## src/rtl/frame_loader_pkg.sv

```systemverilog
// Shared constants and state encoding for the DMD frame loader.
// Geometry: 128x32 4-bit pixels. One frame fills a 4096-entry bank and arrives as 2048 bytes.
// The wire protocol is a sync byte, then a command byte, then the payload.
package frame_loader_pkg;

   localparam int          DMD_FRAME_W      = 128;
   localparam int          DMD_FRAME_H      = 32;
   localparam int          PIXELS_PER_FRAME = 4096;
   localparam int          BYTES_PER_FRAME  = 2048;
   localparam logic [7:0]  DMD_SYNC_BYTE    = 8'hA5;
   localparam logic [7:0]  CMD_FRAME        = 8'h01;

   typedef enum logic [2:0] {
      ST_IDLE      = 3'd0,
      ST_CMD       = 3'd1,
      ST_DATA      = 3'd2,
      ST_WR_HI     = 3'd3,
      ST_WR_LO     = 3'd4,
      ST_WAIT_SWAP = 3'd5
   } state_t;

endpackage

```

## src/rtl/frame_loader_if.sv

```systemverilog
// Byte stream in and frame-buffer write port out, bundled into one interface.
// Ports: rx_data/rx_valid come from the UART receiver as a one-cycle strobe.
// Ports: wr_en/wr_addr/wr_data drive the BRAM write side. slave = loader, master = source/sink.
interface frame_loader_if;
   logic [7:0]  rx_data;
   logic        rx_valid;
   logic        wr_en;
   logic [12:0] wr_addr;
   logic [3:0]  wr_data;

   modport slave  (input  rx_data, rx_valid, output wr_en, wr_addr, wr_data);
   modport master (output rx_data, rx_valid, input  wr_en, wr_addr, wr_data);
endinterface

```

## src/rtl/frame_loader_rx_skid_buf.sv

```systemverilog
// One-entry byte holder. It catches a byte that arrives while the loader is busy writing.
// Latency: a stored byte is visible on dout the cycle after push. Pop and push in the same cycle replace it.
// Backpressure: none. A push while full and not popping drops the byte and pulses overflow. Ports: clk, rst, flush, push, pop, din, dout, full, overflow.
module rx_skid_buf (
   input  logic       clk,
   input  logic       rst,
   input  logic       flush,
   input  logic       push,
   input  logic       pop,
   input  logic [7:0] din,
   output logic [7:0] dout,
   output logic       full,
   output logic       overflow
);

   logic [7:0] data_q, data_d;
   logic       full_q, full_d;

   always_comb begin
      data_d   = data_q;
      full_d   = full_q;
      overflow = 1'b0;
      if (flush) begin
         full_d = 1'b0;
      end else if (push && (!full_q || pop)) begin
         data_d = din;
         full_d = 1'b1;
      end else if (push) begin
         overflow = 1'b1;
      end else if (pop) begin
         full_d = 1'b0;
      end
   end

   always_ff @(posedge clk) begin
      if (rst) begin
         data_q <= '0;
         full_q <= 1'b0;
      end else begin
         data_q <= data_d;
         full_q <= full_d;
      end
   end

   assign dout = data_q;
   assign full = full_q;

endmodule

```

## src/rtl/frame_loader.sv

```systemverilog
// Parses UART frames into the back bank of the DMD frame buffer and swaps banks on vsync.
// Latency: a byte taken in DATA gives the hi-nibble write next cycle and the lo-nibble write the cycle after. All outputs are registered.
// Backpressure: none. One early byte is buffered; further early bytes, bytes during WAIT_SWAP, bad commands and timeouts pulse err.
// Ports: clk, rst (sync, active-high), bus (rx in / BRAM write out), vsync, disp_bank, frame_done, err, busy.
module frame_loader
   import frame_loader_pkg::*;
#(
   parameter int         FRAME_W     = DMD_FRAME_W,
   parameter int         FRAME_H     = DMD_FRAME_H,
   parameter logic [7:0] SYNC_BYTE   = DMD_SYNC_BYTE,
   parameter int         TIMEOUT_CYC = 1000000
) (
   input  logic           clk,
   input  logic           rst,
   frame_loader_if.slave  bus,
   input  logic           vsync,
   output logic           disp_bank,
   output logic           frame_done,
   output logic           err,
   output logic           busy
);

   // Index of the even pixel in the last pair of the frame.
   localparam logic [11:0]  LAST_PAIR = 12'(FRAME_W * FRAME_H - 2);
   localparam int           TW        = $clog2(TIMEOUT_CYC + 1);
   localparam logic [TW-1:0] TMO_LAST = TW'(TIMEOUT_CYC - 1);

   state_t          state_q, state_d;
   logic [11:0]     idx_q, idx_d;
   logic [3:0]      lo_nib_q, lo_nib_d;
   logic            disp_q, disp_d;
   logic            vsync_q;
   logic [TW-1:0]   tmo_q, tmo_d;
   logic            wr_en_q, wr_en_d;
   logic [12:0]     wr_addr_q, wr_addr_d;
   logic [3:0]      wr_data_q, wr_data_d;
   logic            frame_done_q, frame_done_d;
   logic            err_q, err_d;

   logic            skid_flush, skid_push, skid_pop;
   logic [7:0]      skid_dout;
   logic            skid_full, skid_ovf;
   logic            have_byte;
   logic [7:0]      in_byte;
   logic            stall;

   rx_skid_buf u_skid (
      .clk      (clk),
      .rst      (rst),
      .flush    (skid_flush),
      .push     (skid_push),
      .pop      (skid_pop),
      .din      (bus.rx_data),
      .dout     (skid_dout),
      .full     (skid_full),
      .overflow (skid_ovf)
   );

   always_comb begin
      state_d      = state_q;
      idx_d        = idx_q;
      lo_nib_d     = lo_nib_q;
      disp_d       = disp_q;
      tmo_d        = '0;
      wr_en_d      = 1'b0;
      wr_addr_d    = wr_addr_q;
      wr_data_d    = wr_data_q;
      frame_done_d = 1'b0;
      err_d        = skid_ovf;
      skid_flush   = 1'b0;
      skid_push    = 1'b0;
      skid_pop     = 1'b0;
      have_byte    = 1'b0;
      in_byte      = bus.rx_data;
      stall        = 1'b0;

      case (state_q)
         ST_IDLE: begin
            skid_flush = 1'b1;
            if (bus.rx_valid && bus.rx_data == SYNC_BYTE) state_d = ST_CMD;
         end
         ST_CMD: begin
            skid_flush = 1'b1;
            if (bus.rx_valid) begin
               if (bus.rx_data == CMD_FRAME) begin
                  state_d = ST_DATA;
               end else begin
                  err_d   = 1'b1;
                  state_d = ST_IDLE;
               end
            end else begin
               stall = 1'b1;
            end
         end
         ST_DATA: begin
            // A buffered byte is older than anything on the wire, so it goes first.
            // A byte arriving in the same cycle refills the buffer.
            if (skid_full) begin
               skid_pop  = 1'b1;
               skid_push = bus.rx_valid;
               in_byte   = skid_dout;
               have_byte = 1'b1;
            end else if (bus.rx_valid) begin
               have_byte = 1'b1;
            end
            if (have_byte) begin
               lo_nib_d  = in_byte[3:0];
               wr_en_d   = 1'b1;
               wr_addr_d = {~disp_q, idx_q};
               wr_data_d = in_byte[7:4];
               state_d   = ST_WR_HI;
            end else begin
               stall = 1'b1;
            end
         end
         ST_WR_HI: begin
            skid_push = bus.rx_valid;
            wr_en_d   = 1'b1;
            wr_addr_d = {~disp_q, idx_q + 12'd1};
            wr_data_d = lo_nib_q;
            state_d   = ST_WR_LO;
         end
         ST_WR_LO: begin
            skid_push = bus.rx_valid;
            if (idx_q == LAST_PAIR) begin
               frame_done_d = 1'b1;
               state_d      = ST_WAIT_SWAP;
            end else begin
               idx_d   = idx_q + 12'd2;
               state_d = ST_DATA;
            end
         end
         ST_WAIT_SWAP: begin
            skid_flush = 1'b1;
            if (bus.rx_valid) err_d = 1'b1;
            // Only an edge seen while already waiting counts. An edge on the entry cycle is ignored.
            if (vsync && !vsync_q) begin
               disp_d  = ~disp_q;
               idx_d   = '0;
               state_d = ST_IDLE;
            end
         end
         default: state_d = ST_IDLE;
      endcase

      // The idle counter runs only while the loader waits on the host mid-frame.
      if (stall) begin
         if (tmo_q == TMO_LAST) begin
            err_d   = 1'b1;
            idx_d   = '0;
            state_d = ST_IDLE;
         end else begin
            tmo_d = tmo_q + 1'b1;
         end
      end
   end

   always_ff @(posedge clk) begin
      if (rst) begin
         state_q      <= ST_IDLE;
         idx_q        <= '0;
         lo_nib_q     <= '0;
         disp_q       <= 1'b0;
         vsync_q      <= 1'b0;
         tmo_q        <= '0;
         wr_en_q      <= 1'b0;
         wr_addr_q    <= '0;
         wr_data_q    <= '0;
         frame_done_q <= 1'b0;
         err_q        <= 1'b0;
      end else begin
         state_q      <= state_d;
         idx_q        <= idx_d;
         lo_nib_q     <= lo_nib_d;
         disp_q       <= disp_d;
         vsync_q      <= vsync;
         tmo_q        <= tmo_d;
         wr_en_q      <= wr_en_d;
         wr_addr_q    <= wr_addr_d;
         wr_data_q    <= wr_data_d;
         frame_done_q <= frame_done_d;
         err_q        <= err_d;
      end
   end

   assign bus.wr_en   = wr_en_q;
   assign bus.wr_addr = wr_addr_q;
   assign bus.wr_data = wr_data_q;
   assign disp_bank   = disp_q;
   assign frame_done  = frame_done_q;
   assign err         = err_q;
   assign busy        = (state_q != ST_IDLE);

endmodule

```

## src/flat_wrapper.sv

```systemverilog
// flat-port wrapper written by rule: the top's interface ports become plain ports
module frame_loader_flat import frame_loader_pkg::*;
#(
   parameter int         FRAME_W     = DMD_FRAME_W,
   parameter int         FRAME_H     = DMD_FRAME_H,
   parameter logic [7:0] SYNC_BYTE   = DMD_SYNC_BYTE,
   parameter int         TIMEOUT_CYC = 1000000
)
  (clk, rst, vsync, disp_bank, frame_done, err, busy, bus_rx_data, bus_rx_valid, bus_wr_en, bus_wr_addr, bus_wr_data);
  frame_loader_if bus_i ();
  input  logic clk;
  input  logic rst;
  input  logic vsync;
  output logic disp_bank;
  output logic frame_done;
  output logic err;
  output logic busy;
  input wire logic [$bits(bus_i.rx_data)-1:0] bus_rx_data;
  input wire logic [$bits(bus_i.rx_valid)-1:0] bus_rx_valid;
  output wire logic [$bits(bus_i.wr_en)-1:0] bus_wr_en;
  output wire logic [$bits(bus_i.wr_addr)-1:0] bus_wr_addr;
  output wire logic [$bits(bus_i.wr_data)-1:0] bus_wr_data;
  assign bus_i.rx_data = bus_rx_data;
  assign bus_i.rx_valid = bus_rx_valid;
  assign bus_wr_en = bus_i.wr_en;
  assign bus_wr_addr = bus_i.wr_addr;
  assign bus_wr_data = bus_i.wr_data;
  frame_loader #(.FRAME_W(FRAME_W), .FRAME_H(FRAME_H), .SYNC_BYTE(SYNC_BYTE), .TIMEOUT_CYC(TIMEOUT_CYC)) u_core (.clk(clk), .rst(rst), .bus(bus_i), .vsync(vsync), .disp_bank(disp_bank), .frame_done(frame_done), .err(err), .busy(busy));
endmodule
```

## config.mk

```make
export PLATFORM = sky130hd
export DESIGN_NAME = frame_loader_flat
export DESIGN_NICKNAME = d
export VERILOG_FILES = /design/src/rtl/frame_loader_pkg.sv /design/src/rtl/frame_loader_if.sv /design/src/rtl/frame_loader_rx_skid_buf.sv /design/src/rtl/frame_loader.sv /design/src/flat_wrapper.sv
export SDC_FILE = /design/constraint.sdc
export NUM_CORES = 1
export LEC_CHECK = 0
export CAP_MARGIN = 20
export CORE_ASPECT_RATIO = 0.9
export CORE_MARGIN = 3
export CORE_UTILIZATION = 57
export DETAILED_ROUTE_END_ITERATION = 7
export PLACE_DENSITY = 0.9
export SETUP_SLACK_MARGIN = 0.02
export SLEW_MARGIN = 10
export SYNTH_ARGS = -nofsm -noshare
export SYNTH_HDL_FRONTEND = slang
export SYNTH_SLANG_ARGS = --single-unit
```

## constraint.sdc

```tcl
create_clock -name clk -period 2.3 [get_ports clk]
set_clock_uncertainty 0.1 [all_clocks]
set_input_delay 0.575 -clock clk [delete_from_list [all_inputs] [get_ports clk]]
set_output_delay 0.575 -clock clk [all_outputs]
set_load 0.01 [all_outputs]
```

# Word level (Yosys, flattened, before mapping)
# Index checks and enable logic that the tools add are counted.
[classes]
eq_ne = 11
reduce_logical = 20
mux = 45
n_bitwise = 4
n_addsub = 3
[op_table]
columns = ["operator", "count"]
rows = [
  ["12-bit 2-to-1 mux", 4],
  ["13-bit one-hot mux with 2 select lines", 1],
  ["12-bit one-hot mux with 2 select lines", 1],
  ["1-bit 2-to-1 mux", 22],
  ["3-bit 2-to-1 mux", 7],
  ["20-bit by 1-bit adder with 20-bit output (second input constant)", 1],
  ["20-bit equality test (second input constant)", 1],
  ["3-bit one-hot mux with 6 select lines", 1],
  ["13-bit 2-to-1 mux", 1],
  ["12-bit by 1-bit adder with 12-bit output (second input constant)", 1],
  ["12-bit by 2-bit adder with 12-bit output (second input constant)", 1],
  ["12-bit equality test (second input constant)", 1],
  ["2-bit AND reduction", 5],
  ["8-bit by 1-bit equality test with 1-bit output (second input constant)", 1],
  ["8-bit equality test (second input constant)", 1],
  ["8-bit 2-to-1 mux", 1],
  ["1-bit one-hot mux with 2 select lines", 4],
  ["4-bit one-hot mux with 2 select lines", 1],
  ["3-bit by 2-bit equality test with 1-bit output (second input constant)", 2],
  ["3-bit equality test (second input constant)", 2],
  ["2-bit OR reduction", 3],
  ["3-bit OR reduction", 2],
  ["4-bit 2-to-1 mux", 1],
  ["2-bit by 1-bit inequality test with 1-bit output (second input constant)", 2],
  ["9 further kinds", 16],
]
[word_totals]
out_inout_bits = 22
regBits = 70
in_bits = 12

# Depth between registers and ports, before layout
[logic_depth]
ltp_word = 11
depth_mapped = 7
depth_no_buf = 6

# By module
# A second synthesis with hierarchy kept.
[hier_totals]
cells_unflattened = 407
hier_area_um2 = 3507.1
[modules_own_cells]
columns = ["mod", "area_each_um2", "cells_per_inst", "n_inst"]
rows = [
  ["frame_loader", 3086.7, 367, 1],
  ["rx_skid_buf", 420.4, 40, 1],
]

# Worst setup path before layout
# No wires, ideal clock.
[synth_timing]
kind = "register to register"
start = "register u_core.tmo_q[0]"
end = "register u_core.tmo_q[18]"
n_path_buf = 1
path_slack_ns = 0.389
period_less_slack_ns = 1.911
arrival_time_ns = 1.740
path_stages_with_launch = 7
cell_sequence = "dfxtp_1 -> ha_1 -> nand2_1 -> or3_1 -> clkbuf_1 -> or4_1 -> a21oi_1"
[synth_via]
elab_chain_cells = 2
word_cells_on_any_way = 3
[synth_rtl]
columns = ["element", "line", "text"]
rows = [
  ["from (decl)", "frame_loader.sv:33", "logic [TW-1:0] tmo_q, tmo_d;"],
  ["from (signal assigned)", "frame_loader.sv:177", "tmo_q <= tmo_d;"],
  ["branches (longest 2 deep; another with 20-bit by 1-bit adder with 20-bit output)", "-", ""],
]
# Several ways; the timed one is not identified.
# A chain may end at the register's enable or synchronous reset.

# Final worst setup path
[layout_timing]
start = "register u_core.state_q[1]"
end = "register u_core.lo_nib_q[0]"
[layout_via]
elab_chain_cells = 2
[layout_rtl]
columns = ["element", "line", "text"]
rows = [
  ["from (decl)", "frame_loader.sv:28", "state_t state_q, state_d;"],
  ["from (signal assigned)", "frame_loader.sv:172", "state_q <= state_d;"],
  ["3-bit by 2-bit equality test with 1-bit output", "frame_loader.sv:77", "case (state_q)"],
  ["2-bit AND reduction (no line)", "-", ""],
  ["to (signal assigned)", "frame_loader.sv:174", "lo_nib_q <= lo_nib_d;"],
  ["to (decl)", "frame_loader.sv:30", "logic [3:0] lo_nib_q, lo_nib_d;"],
]
# Every way passes these cells.

==> results.cfg <==
[run_status]
status = completed

[worst_setup_path]
criticalPathCategory = reg2reg
required_ns = 2.45
r2r_slack_ns = 0.19
timing.rr.start = u_core.state_q[1]
r2r_cells = 6
critPathCaptureType = flop
cp-start-kind = flop
critPathArrivalTime_ns = 2.26
r2r_end = u_core.lo_nib_q[0]
cp_max_fo = 10

[floorplan]
start_util_pct = 60.3
fp.dieH_um = 80.3
rows = 26
core_area_sq_mm = 0.00579
die_width_um = 88.5
die-area_sq_mm = 0.00710
ioPinCount = 34

[clock_tree]
clk_pin_slew_ns = 0.07
clk_path_buf_depth = 2
cts_sinks = 70
hold_buffers = 0
clk_latency_ns = 0.35
post_cts_buffers = 0
ctsResizeCount = 3
clock-root-buffer = clkbuf_8
cts_inserted_buffers = 9
cts_max_level = 3
cts_tree = done

[sta]
fin_crit_sh_pct = 91.8
finalHoldViolCount = 0
final.setup.worst_slack_ns = 0.188
slew_violations = 0
worstMarginPinSlew_ns = 0.788
grt_setup_unrepaired = no
max_freq_mhz = 473
slew_headroom_pct = 46.9
min_period_ns = 2.11
setup_viol = 0
whs_ns = 0.357

[grt]
track_usage_pct = 24.3
grt_pass1_wl_um = 13500
antenna_found_initial = 0
grt_pass1_vias = 2947
grt_overflow = 0
grt_max_degree = 35

[synthesis]
ys_ff_latch = 70
ys_warn_count = 0
synth-edff-count = 0
synth.most_common_cell = dfxtp_1
synth_top_area_share_pct = 40.1
synthTopCellsByCount = dfxtp_1, nor2_1, a21oi_1
yosysSeqAreaShare_pct = 40.1
async_flop_share_pct = 0
yosys_most_used_dff = dfxtp_1
synth.top_cells.by_area = dfxtp_1, a21oi_1, nand3_1
avgSynthCellArea_sq_um = 8.46
ys_types = 55
synth_nets = 429
yosysTopAreaCell = dfxtp_1
synth_area_sq_mm = 0.00349
syn_inst = 413

[power]
vdd_ir_drop_max_mv = 0.391
powerDensity_mw_per_mm2 = 506
p_leak_nw = 1.39

[route]
drtAntennaViolNets = 0
postRouteWirelength_um = 7920
drt_iter0_drc = 256
drc = 0
via_per_inst = 6.02
routedWlPerCell_um = 14.9
route.vias.total = 3199
first_pass_iters = 5

[layout]
syn_to_final_growth_pct = 19.9
finalNetCount = 474
drive_gt1_share_pct = 11.7
diodes = 0

[worst_hold_path]
holdPathEnd = u_core.tmo_q[0]
min_path_type = reg2reg
holdPathStages = 1
hold_start = u_core.tmo_q[0]

[place]
dp_slack_ns = -0.160
place.port_buffers = 33
hpwl_um = 5650
gp_congestion = 0.958

[run]
maxCapViolCount = 0
==> layout make-up <==
cell class                 count  area, sq um
tap                           70         87.6
sequential                    70         1400
fill                         433         1600
inverter                       9         33.8
timing repair buffer          62          559
multi-input combinational    306         1950
clock inverter                 2         10.0
clock buffer                  12          145
==> critical path: stages (launching register included) <==
cell	delay, ns
dfxtp_2	0.42
buf_4	0.18
nor3b_2	0.32
and2_0	0.47
buf_4	0.22
nor2_1	0.04
a211oi_1	0.25
==> cell usage in the layout, fill, tap and decap left out, types with 11 or more instances in the layout <==
| master | instances |
|---|---|
| dfxtp_1 | 68 |
| nor2_1 | 35 |
| a21oi_1 | 34 |
| clkdlybuf4s50_1 | 32 |
| buf_4 | 28 |
| nand3_1 | 27 |
| nand2_1 | 21 |
| o21ai_0 | 21 |
| nor3_1 | 16 |
| a211oi_1 | 16 |
| xnor2_1 | 13 |
| mux2i_1 | 11 |
==> per-layer routing <==
metal,routed length [um],vias up,part of all wire [%],global-route usage [%]
li1,-,1600,-,-
met1,3490,1467,44,30.7
met2,3760,110,47,38.6
met3,494,22,6.2,7.59
met4,180,0,2.3,9.37
met5,0,-,0,0
==> worst max path at each step <==
| stage | slack [ns] | to | from |
|---|---|---|---|
| after global routing | 0.05 | u_core.lo_nib_q[0] | u_core.state_q[1] |
| after floorplan | 0.39 | u_core.tmo_q[18] | u_core.tmo_q[0] |
| after CTS | 0.18 | busy | u_core.state_q[2] |
| final | 0.19 | u_core.lo_nib_q[0] | u_core.state_q[1] |
| after detailed placement | -0.16 | u_core.lo_nib_q[0] | bus_rx_valid |
| after global placement | -0.04 | u_core.lo_nib_q[3] | bus_rx_valid |
==> per-stage QoR <==
step | cell area [sq um] | std cells | util, % | total power, W | TNS, ns
6_report | 4190 | 531 | 72.3 | 0.00212 | 0
3_3_place_gp | 4030 | 517 | 69.6 | 0.00132 | -0.350
4_1_cts | 4190 | 531 | 72.3 | 0.00214 | 0
2_1_floorplan | 3490 | 413 | - | 0.00127 | 0
5_1_grt | 4190 | 531 | 72.3 | 0.00220 | 0
3_5_place_dp | 4030 | 517 | 69.6 | 0.00132 | -0.873
==> logic make-up after synthesis <==
logic type / synth area share (%)
AOI/OAI and AO/OA: 19.9
xor gates and xnor gates: 5.52
adders and majority gates: 1.43
buffers and inverters: 4.34
DFF: 40.1
muxes: 3.15
and+or+nand+nor: 25.5
==> registers in the layout, indices dropped and copies added, names as in the netlist <==
signal,count
u_core.bus.wr_addr,13
u_core.bus.wr_data,4
u_core.bus.wr_en,1
u_core.disp_bank,1
u_core.err,1
u_core.frame_done,1
u_core.idx_q,12
u_core.lo_nib_q,4
u_core.state_q,3
u_core.tmo_q,20
u_core.u_skid.dout,8
u_core.u_skid.full,1
u_core.vsync_q,1
==> where the power goes <==
group          switching [W]  internal [W]  leakage, nW
Clock               0.000421      0.000405       0.0821
Combinational      0.0000409     0.0000378        0.746
Sequential       0.000000201       0.00121        0.565
Total               0.000462       0.00166         1.39
Power figures use the tool's default switching activity.
